File: config.mk
export PLATFORM = sky130hd
export DESIGN_NAME = mem_responder
export DESIGN_NICKNAME = d
export VERILOG_FILES = /design/src/rtl/mem_pkg.sv /design/src/rtl/mem_lane_merge.sv /design/src/rtl/mem_responder.sv
export SDC_FILE = /design/constraint.sdc
export NUM_CORES = 2
export LEC_CHECK = 0
export ABC_AREA = 1
export CAP_MARGIN = 10
export CORE_MARGIN = 2
export CORE_UTILIZATION = 40
export CTS_CLUSTER_DIAMETER = 200
export DETAILED_ROUTE_END_ITERATION = 10
export SYNTH_ARGS = -nofsm -noshare
export SYNTH_HDL_FRONTEND = slang
export SYNTH_SLANG_ARGS = --single-unit
File: constraint.sdc
create_clock -name clk -period 10.5 [get_ports clk]
set_input_delay 2.1 -clock clk [delete_from_list [all_inputs] [get_ports clk]]
set_output_delay 2.1 -clock clk [all_outputs]
set_load 0.03 [all_outputs]
File: src/rtl/mem_pkg.sv
// mem_pkg: shared size encodings, FSM states and counter width for mem_responder
package mem_pkg;
    localparam logic [1:0] SIZE_WORD = 2'b00;
    localparam logic [1:0] SIZE_HALF = 2'b01;
    localparam logic [1:0] SIZE_BYTE = 2'b10;
    localparam logic [1:0] SIZE_ILL  = 2'b11;
    localparam int CNT_W = 4;
    typedef enum logic [1:0] {IDLE, ACCESS, MERGE, RESP} state_t;
endpackage

File: src/rtl/mem_lane_merge.sv
// mem_lane_merge: little-endian lane insert for stores and zero-extended lane extract for loads
module mem_lane_merge
    import mem_pkg::*;
(
    input  logic [31:0] old_i,
    input  logic [31:0] wdata_i,
    input  logic [1:0]  size_i,
    input  logic [1:0]  off_i,
    output logic [31:0] merged_o,
    output logic [31:0] rlane_o
);
    logic [4:0]  sh;
    logic [31:0] mask;
    logic [31:0] lane;
    // Shift the store lane into place under a byte/half/word mask; shift the load lane down
    always_comb begin
        sh       = {off_i, 3'b000};
        mask     = size_i == SIZE_BYTE ? 32'h0000_00FF << sh :
                   size_i == SIZE_HALF ? 32'h0000_FFFF << sh : 32'hFFFF_FFFF;
        merged_o = (old_i & ~mask) | ((wdata_i << sh) & mask);
        lane     = old_i >> sh;
        rlane_o  = size_i == SIZE_BYTE ? {24'b0, lane[7:0]} :
                   size_i == SIZE_HALF ? {16'b0, lane[15:0]} : old_i;
    end
endmodule

File: src/rtl/mem_responder.sv
// mem_responder: fixed-latency single-outstanding memory responder; MEM_SUBWORD_STORE_EN enables half/byte stores
module mem_responder
    import mem_pkg::*;
#(
    parameter int DEPTH_WORDS = 64,
    parameter int LATENCY     = 2
) (
    input  logic        clk,
    input  logic        reset,
    input  logic        req_valid,
    output logic        req_ready,
    input  logic        req_we,
    input  logic [1:0]  req_size,
    input  logic [31:0] req_addr,
    input  logic [31:0] req_wdata,
    output logic        rsp_valid,
    output logic [31:0] rsp_rdata,
    output logic        rsp_err
);
    localparam int AW = $clog2(DEPTH_WORDS);

    state_t            state_q, state_d;
    logic [CNT_W-1:0]  cnt_q, cnt_d;
    logic              we_q, we_d;
    logic [1:0]        size_q, size_d;
    logic [AW+1:0]     addr_q, addr_d;
    logic [31:0]       wdata_q, wdata_d;
    logic [31:0]       rdata_q, rdata_d;
    logic              err_q, err_d;
    logic [31:0]       mem_q [DEPTH_WORDS];
    logic              mem_we;
    logic              req_err;
    logic              sub_err;
    logic              sub_wr;
    logic [AW-1:0]     idx;
    logic [31:0]       old_word;
    logic [31:0]       merged;
    logic [31:0]       rlane;

`ifdef MEM_SUBWORD_STORE_EN
    assign sub_err = 1'b0;
    assign sub_wr  = we_q && size_q != SIZE_WORD;
`else
    assign sub_err = req_we && req_size != SIZE_WORD;
    assign sub_wr  = 1'b0;
`endif

    assign req_err = req_size == SIZE_ILL
                  || (req_size == SIZE_WORD && req_addr[1:0] != 2'b00)
                  || (req_size == SIZE_HALF && req_addr[0])
                  || req_addr >= 32'(4 * DEPTH_WORDS)
                  || sub_err;

    assign idx       = addr_q[AW+1:2];
    assign old_word  = mem_q[idx];
    assign req_ready = state_q == IDLE;
    assign rsp_valid = state_q == RESP;
    assign rsp_rdata = rdata_q;
    assign rsp_err   = err_q;

    mem_lane_merge u_merge (
        .old_i    (old_word),
        .wdata_i  (wdata_q),
        .size_i   (size_q),
        .off_i    (addr_q[1:0]),
        .merged_o (merged),
        .rlane_o  (rlane)
    );

    // Next-state logic: accept in IDLE, count latency in ACCESS, read-modify-write in MERGE
    always_comb begin
        state_d = state_q;
        cnt_d   = cnt_q;
        we_d    = we_q;
        size_d  = size_q;
        addr_d  = addr_q;
        wdata_d = wdata_q;
        rdata_d = rdata_q;
        err_d   = err_q;
        mem_we  = 1'b0;
        case (state_q)
            IDLE: if (req_valid) begin
                we_d    = req_we;
                size_d  = req_size;
                addr_d  = req_addr[AW+1:0];
                wdata_d = req_wdata;
                err_d   = req_err;
                rdata_d = '0;
                cnt_d   = CNT_W'(1);
                state_d = req_err ? RESP : ACCESS;
            end
            ACCESS: if (cnt_q == CNT_W'(LATENCY)) begin
                state_d = sub_wr ? MERGE : RESP;
                mem_we  = we_q && !sub_wr;
                rdata_d = we_q ? '0 : rlane;
            end else begin
                cnt_d = cnt_q + CNT_W'(1);
            end
`ifdef MEM_SUBWORD_STORE_EN
            MERGE: begin
                mem_we  = 1'b1;
                state_d = RESP;
            end
`endif
            default: state_d = IDLE;
        endcase
    end

    // Control and request-latch registers
    always_ff @(posedge clk) begin
        if (reset) begin
            state_q <= IDLE;
            cnt_q   <= '0;
            we_q    <= 1'b0;
            size_q  <= SIZE_WORD;
            addr_q  <= '0;
            wdata_q <= '0;
            rdata_q <= '0;
            err_q   <= 1'b0;
        end else begin
            state_q <= state_d;
            cnt_q   <= cnt_d;
            we_q    <= we_d;
            size_q  <= size_d;
            addr_q  <= addr_d;
            wdata_q <= wdata_d;
            rdata_q <= rdata_d;
            err_q   <= err_d;
        end
    end

    // Storage array; reset on the commit edge suppresses the write, contents are never cleared
    always_ff @(posedge clk) begin
        if (mem_we && !reset) mem_q[idx] <= merged;
    end
endmodule

==> out/metrics.sh <==
POST_CTS_BUFFERS=0
CLK_ROOT_BUFFER_CELL='sky130_fd_sc_hd__clkbuf_16'
AVGROUTEDWIREPERCELL_UM=25.2
INITIAL_UTILIZATION_PCT=40.2
POSTCTSRESIZEDCELLS=0
REMAINING_DRC_ERRORS=0
NUMPLACEDINSTANCES=9814
CELL_INTERNAL_PWR_mW=14.2
NUMBER_OF_GLOBAL_ROUTE_VIAS_BEFORE_REPAIR=52831
CTS_INSERTED_BUFFERS=210
POWER.SHARE.CLOCK_PCT=38.3
ROUTABILITYCONGESTION=0.970
IO_PINS=105
PLACEMENT.IO_BUFFERS=104
YS_TYPES=30
FINALHOLDVIOLATIONS=0
POWER_SWITCHING_SHARE_PCT=25.7
WORSTHOLDSTART='wdata_q[30]'
FIRSTDRTPASSITERS=6
TIMING.FINAL.MAX_SLEW_VIOLATIONS=0
VIAS_PER_CELL=5.59
ENDPOINT_KIND_OF_THE_WORST_SETUP_TIMING_PATH='flop'
CLOCK_INSERTION_DELAY_WORST_SKEW_PS=870
CRITPATHLAUNCHTYPE='flop'
POWERDENSITY_mW_PER_MM2=197
DP_HPWL_MM=149
SHARE_SEQ_OF_TOTAL_POWER_PCT=51.0
SYN-MEAN-INSTANCE-AREA_UM2=11.9
DRTANTENNAVIOLNETS=0
SYNTH.NET_COUNT=7306
AREA_GROWTH_SYN_TO_LAYOUT_PCT=12.3
PLACEABLECOREAREA_MM2=0.214
RUN_STATUS='completed'
SETUP_TNS_PS=0
GRT_SETUP_UNREPAIRED='no'
SYNTH-SEQ-AREA-SHARE_PCT=73.3
WORST_SLEW_MARGIN_REL_PCT=14.2
SETUP_VIOL_COUNT_FINAL=0
CLOCK_SINK_COUNT=2136
CLK_PATH_BUF_DEPTH=3
FIN_WORST_SKEW_PS=41.3
STD_CELL_ROWS=170
SYN_INST=7230
WORST_IR_DROP_VDD_uV=197
TIGHTESTPINTRANSITION_PS=1290
LEAKAGE_nW=32.8
SYNTH_AREA_MM2=0.0863
FMAX_MHz=180
CTS-HTREE-LEVELS=4
GLOBAL_ROUTE_WIRE_LENGTH_BEFORE_REPAIR_MM=371
MIN_PERIOD_OVER_PERIOD_PCT=52.9
FIRST_ITER_VIOLATIONS=6919
SYNTH.YOSYS.WARNINGS=0
TRITONCTS='done'
NUMBER_OF_ANTENNA_VIOLATIONS_AT_THE_FIRST_CHECK_IN_GLOBAL_ROUTING=6
DIE_AREA_MM2=0.219
HOLDCRITPATHCLASS='reg -> reg'
GRT_USE_TOTAL_PCT=23.1
CRIT_REQUIRED_PS=11050
ROUTED-VIA-COUNT=57102
TOP_FF_CELL_SYNTH='sky130_fd_sc_hd__edfxtp_1'
POWER.SWITCHING_mW=4.92
POSTROUTEWIRELENGTH_MM=257
NETS=7265
HOLD_BUFFERS=0
CTS.CLK_SLEW.WORST_PATHS_PS=60
POWER_FRAC_COMB_PCT=10.7
MAXIMUM_NUMBER_OF_PINS_ON_ONE_NET_BEFORE_GLOBAL_ROUTE_REPAIR=198
WORSTPATHARRIVAL_PS=6110
FINAL_LAYOUT_SIZE_SUFFIX_GT1_SHARE_PCT=7.17
DIE_H_UM=468
CRITPATHMAXFANOUT=76
MAX_CAP_VIOLATIONS=0
FINAL_NON_FILLER_CELLS=10208
SYNTH-ASYNC-RESET-RATIO_PCT=0
SYNTH_SEQ_CELLS=2136
GR-TOTAL-OVERFLOW=0
DIE_WIDTH_UM=468
SYNTH-EDFF-COUNT=2048
CRITICAL_PATH_CLASS='reg -> reg'
FINALWORSTPATHREQUIREDPERIOD_PS=5560
[per-layer routing]
layer  GRT usage (%)  wire length, µm  vias to the layer above
met1            32.6           106000                    28129
met4            10.9            13500                        2
met3            3.82            21500                      438
met5               0               13                        -
li1                -                -                    25852
met2            34.8           116000                     2681
[critical path, stage by stage, from the launching register on]
cell	delay, ps
sky130_fd_sc_hd__dfxtp_4	730
sky130_fd_sc_hd__buf_4	700
sky130_fd_sc_hd__buf_4	750
sky130_fd_sc_hd__o21ai_0	200
sky130_fd_sc_hd__o22ai_1	190
sky130_fd_sc_hd__nand2_1	80
sky130_fd_sc_hd__nand3_1	190
sky130_fd_sc_hd__nand3_1	300
sky130_fd_sc_hd__nand3_1	300
sky130_fd_sc_hd__nand2_1	150
sky130_fd_sc_hd__o22ai_4	790
sky130_fd_sc_hd__buf_4	700
[cells by family after synthesis]
kind of cell	after synthesis	synth area share [%]
adder cells (fa/ha/maj)	6	0.0870
flip-flops	2136	73.3
buffers and inverters	552	3.34
AND/OR/NAND/NOR	4025	20.1
AO/OA/AOI/OAI	511	3.16
[power by group through the flow]
stage	Sequential, mW	Combinational (mW)	Clock [mW]
2_1_floorplan	9.94	1.08	0
3_3_place_gp	9.92	2.00	0
3_5_place_dp	9.92	2.03	0
4_1_cts	9.74	2.04	7.38
5_1_grt	9.73	2.18	7.71
6_report	9.74	2.05	7.30
[cells in the mapped netlist (5+ instances only)]
cell type	count	area share, %
sky130_fd_sc_hd__clkbuf_1	155	0.67
sky130_fd_sc_hd__buf_1	40	0.17
sky130_fd_sc_hd__a21oi_1	67	0.39
sky130_fd_sc_hd__nor4_1	7	0.051
sky130_fd_sc_hd__dfxtp_1	88	2.0
sky130_fd_sc_hd__buf_2	182	1.1
sky130_fd_sc_hd__buf_4	63	0.55
sky130_fd_sc_hd__inv_2	5	0.022
sky130_fd_sc_hd__o21ai_1	32	0.19
sky130_fd_sc_hd__inv_1	58	0.25
sky130_fd_sc_hd__buf_6	40	0.52
sky130_fd_sc_hd__nand3_1	1738	10
sky130_fd_sc_hd__nor2_1	324	1.4
sky130_fd_sc_hd__edfxtp_1	2048	71
sky130_fd_sc_hd__clkinv_1	5	0.022
sky130_fd_sc_hd__o21ai_0	281	1.6
sky130_fd_sc_hd__ha_1	6	0.087
sky130_fd_sc_hd__o22ai_1	128	0.93
sky130_fd_sc_hd__nand2_1	1943	8.5
[through the flow]
step,setup WS (ps),power (mW),cell area [µm²],hold WS [ps],utilization [%]
global route,4800,19.6,96900,521,45.2
finish,4940,19.1,96900,485,45.2
global placement,4720,11.9,90300,466,42.1
detailed placement,4690,11.9,90300,474,42.1
CTS,5060,19.2,96900,484,45.2
floorplan,5490,11.0,86300,449,-
[area by class of cell]
type	instances	area, µm²
multi-input cells	4542	21000
well taps	2838	3550
diodes	8	20.0
flip-flops and latches	2136	63300
fillers	19361	118000
repair buffers	230	2120
clock buffers	281	5680
inverters	69	295
clock inverters	104	933
[cells in the final DEF, fill, tap and decap left out, drive strengths merged]
master	count
and2	4
bufinv	11
o22a	2
buf	127
nand3	1738
dfxtp	88
nor4b	1
diode	8
nand4	1
inv	71
o21ai	313
o22ai	128
a211o	1
clkdlybuf4s50	103
clkinv	88
ha	6
nor4	7
nor3	5
edfxtp	2048
clkbuf	281
or2	2
a21oi	67
clkinvlp	3
nand2	1943
nor2	324
[worst paths after layout]
check                                     to  slack, ps  cells after the start
worst max-delay path            mem_q[18][5]       4940                     11
worst min-delay path             wdata_q[30]        480                      2
worst max register to register  mem_q[18][5]       4940                     11
worst min register to register   wdata_q[30]        480                      2
[registers in the layout, summed over array words and instances, names as in the netlist, named ones only]
register / flops
mem_q: 2048
we_q: 1
addr_q: 8
rsp_rdata: 32
rsp_err: 1
size_q: 2
cnt_q: 4
state_q: 2
wdata_q: 32
(Power assumes the default switching activity.)
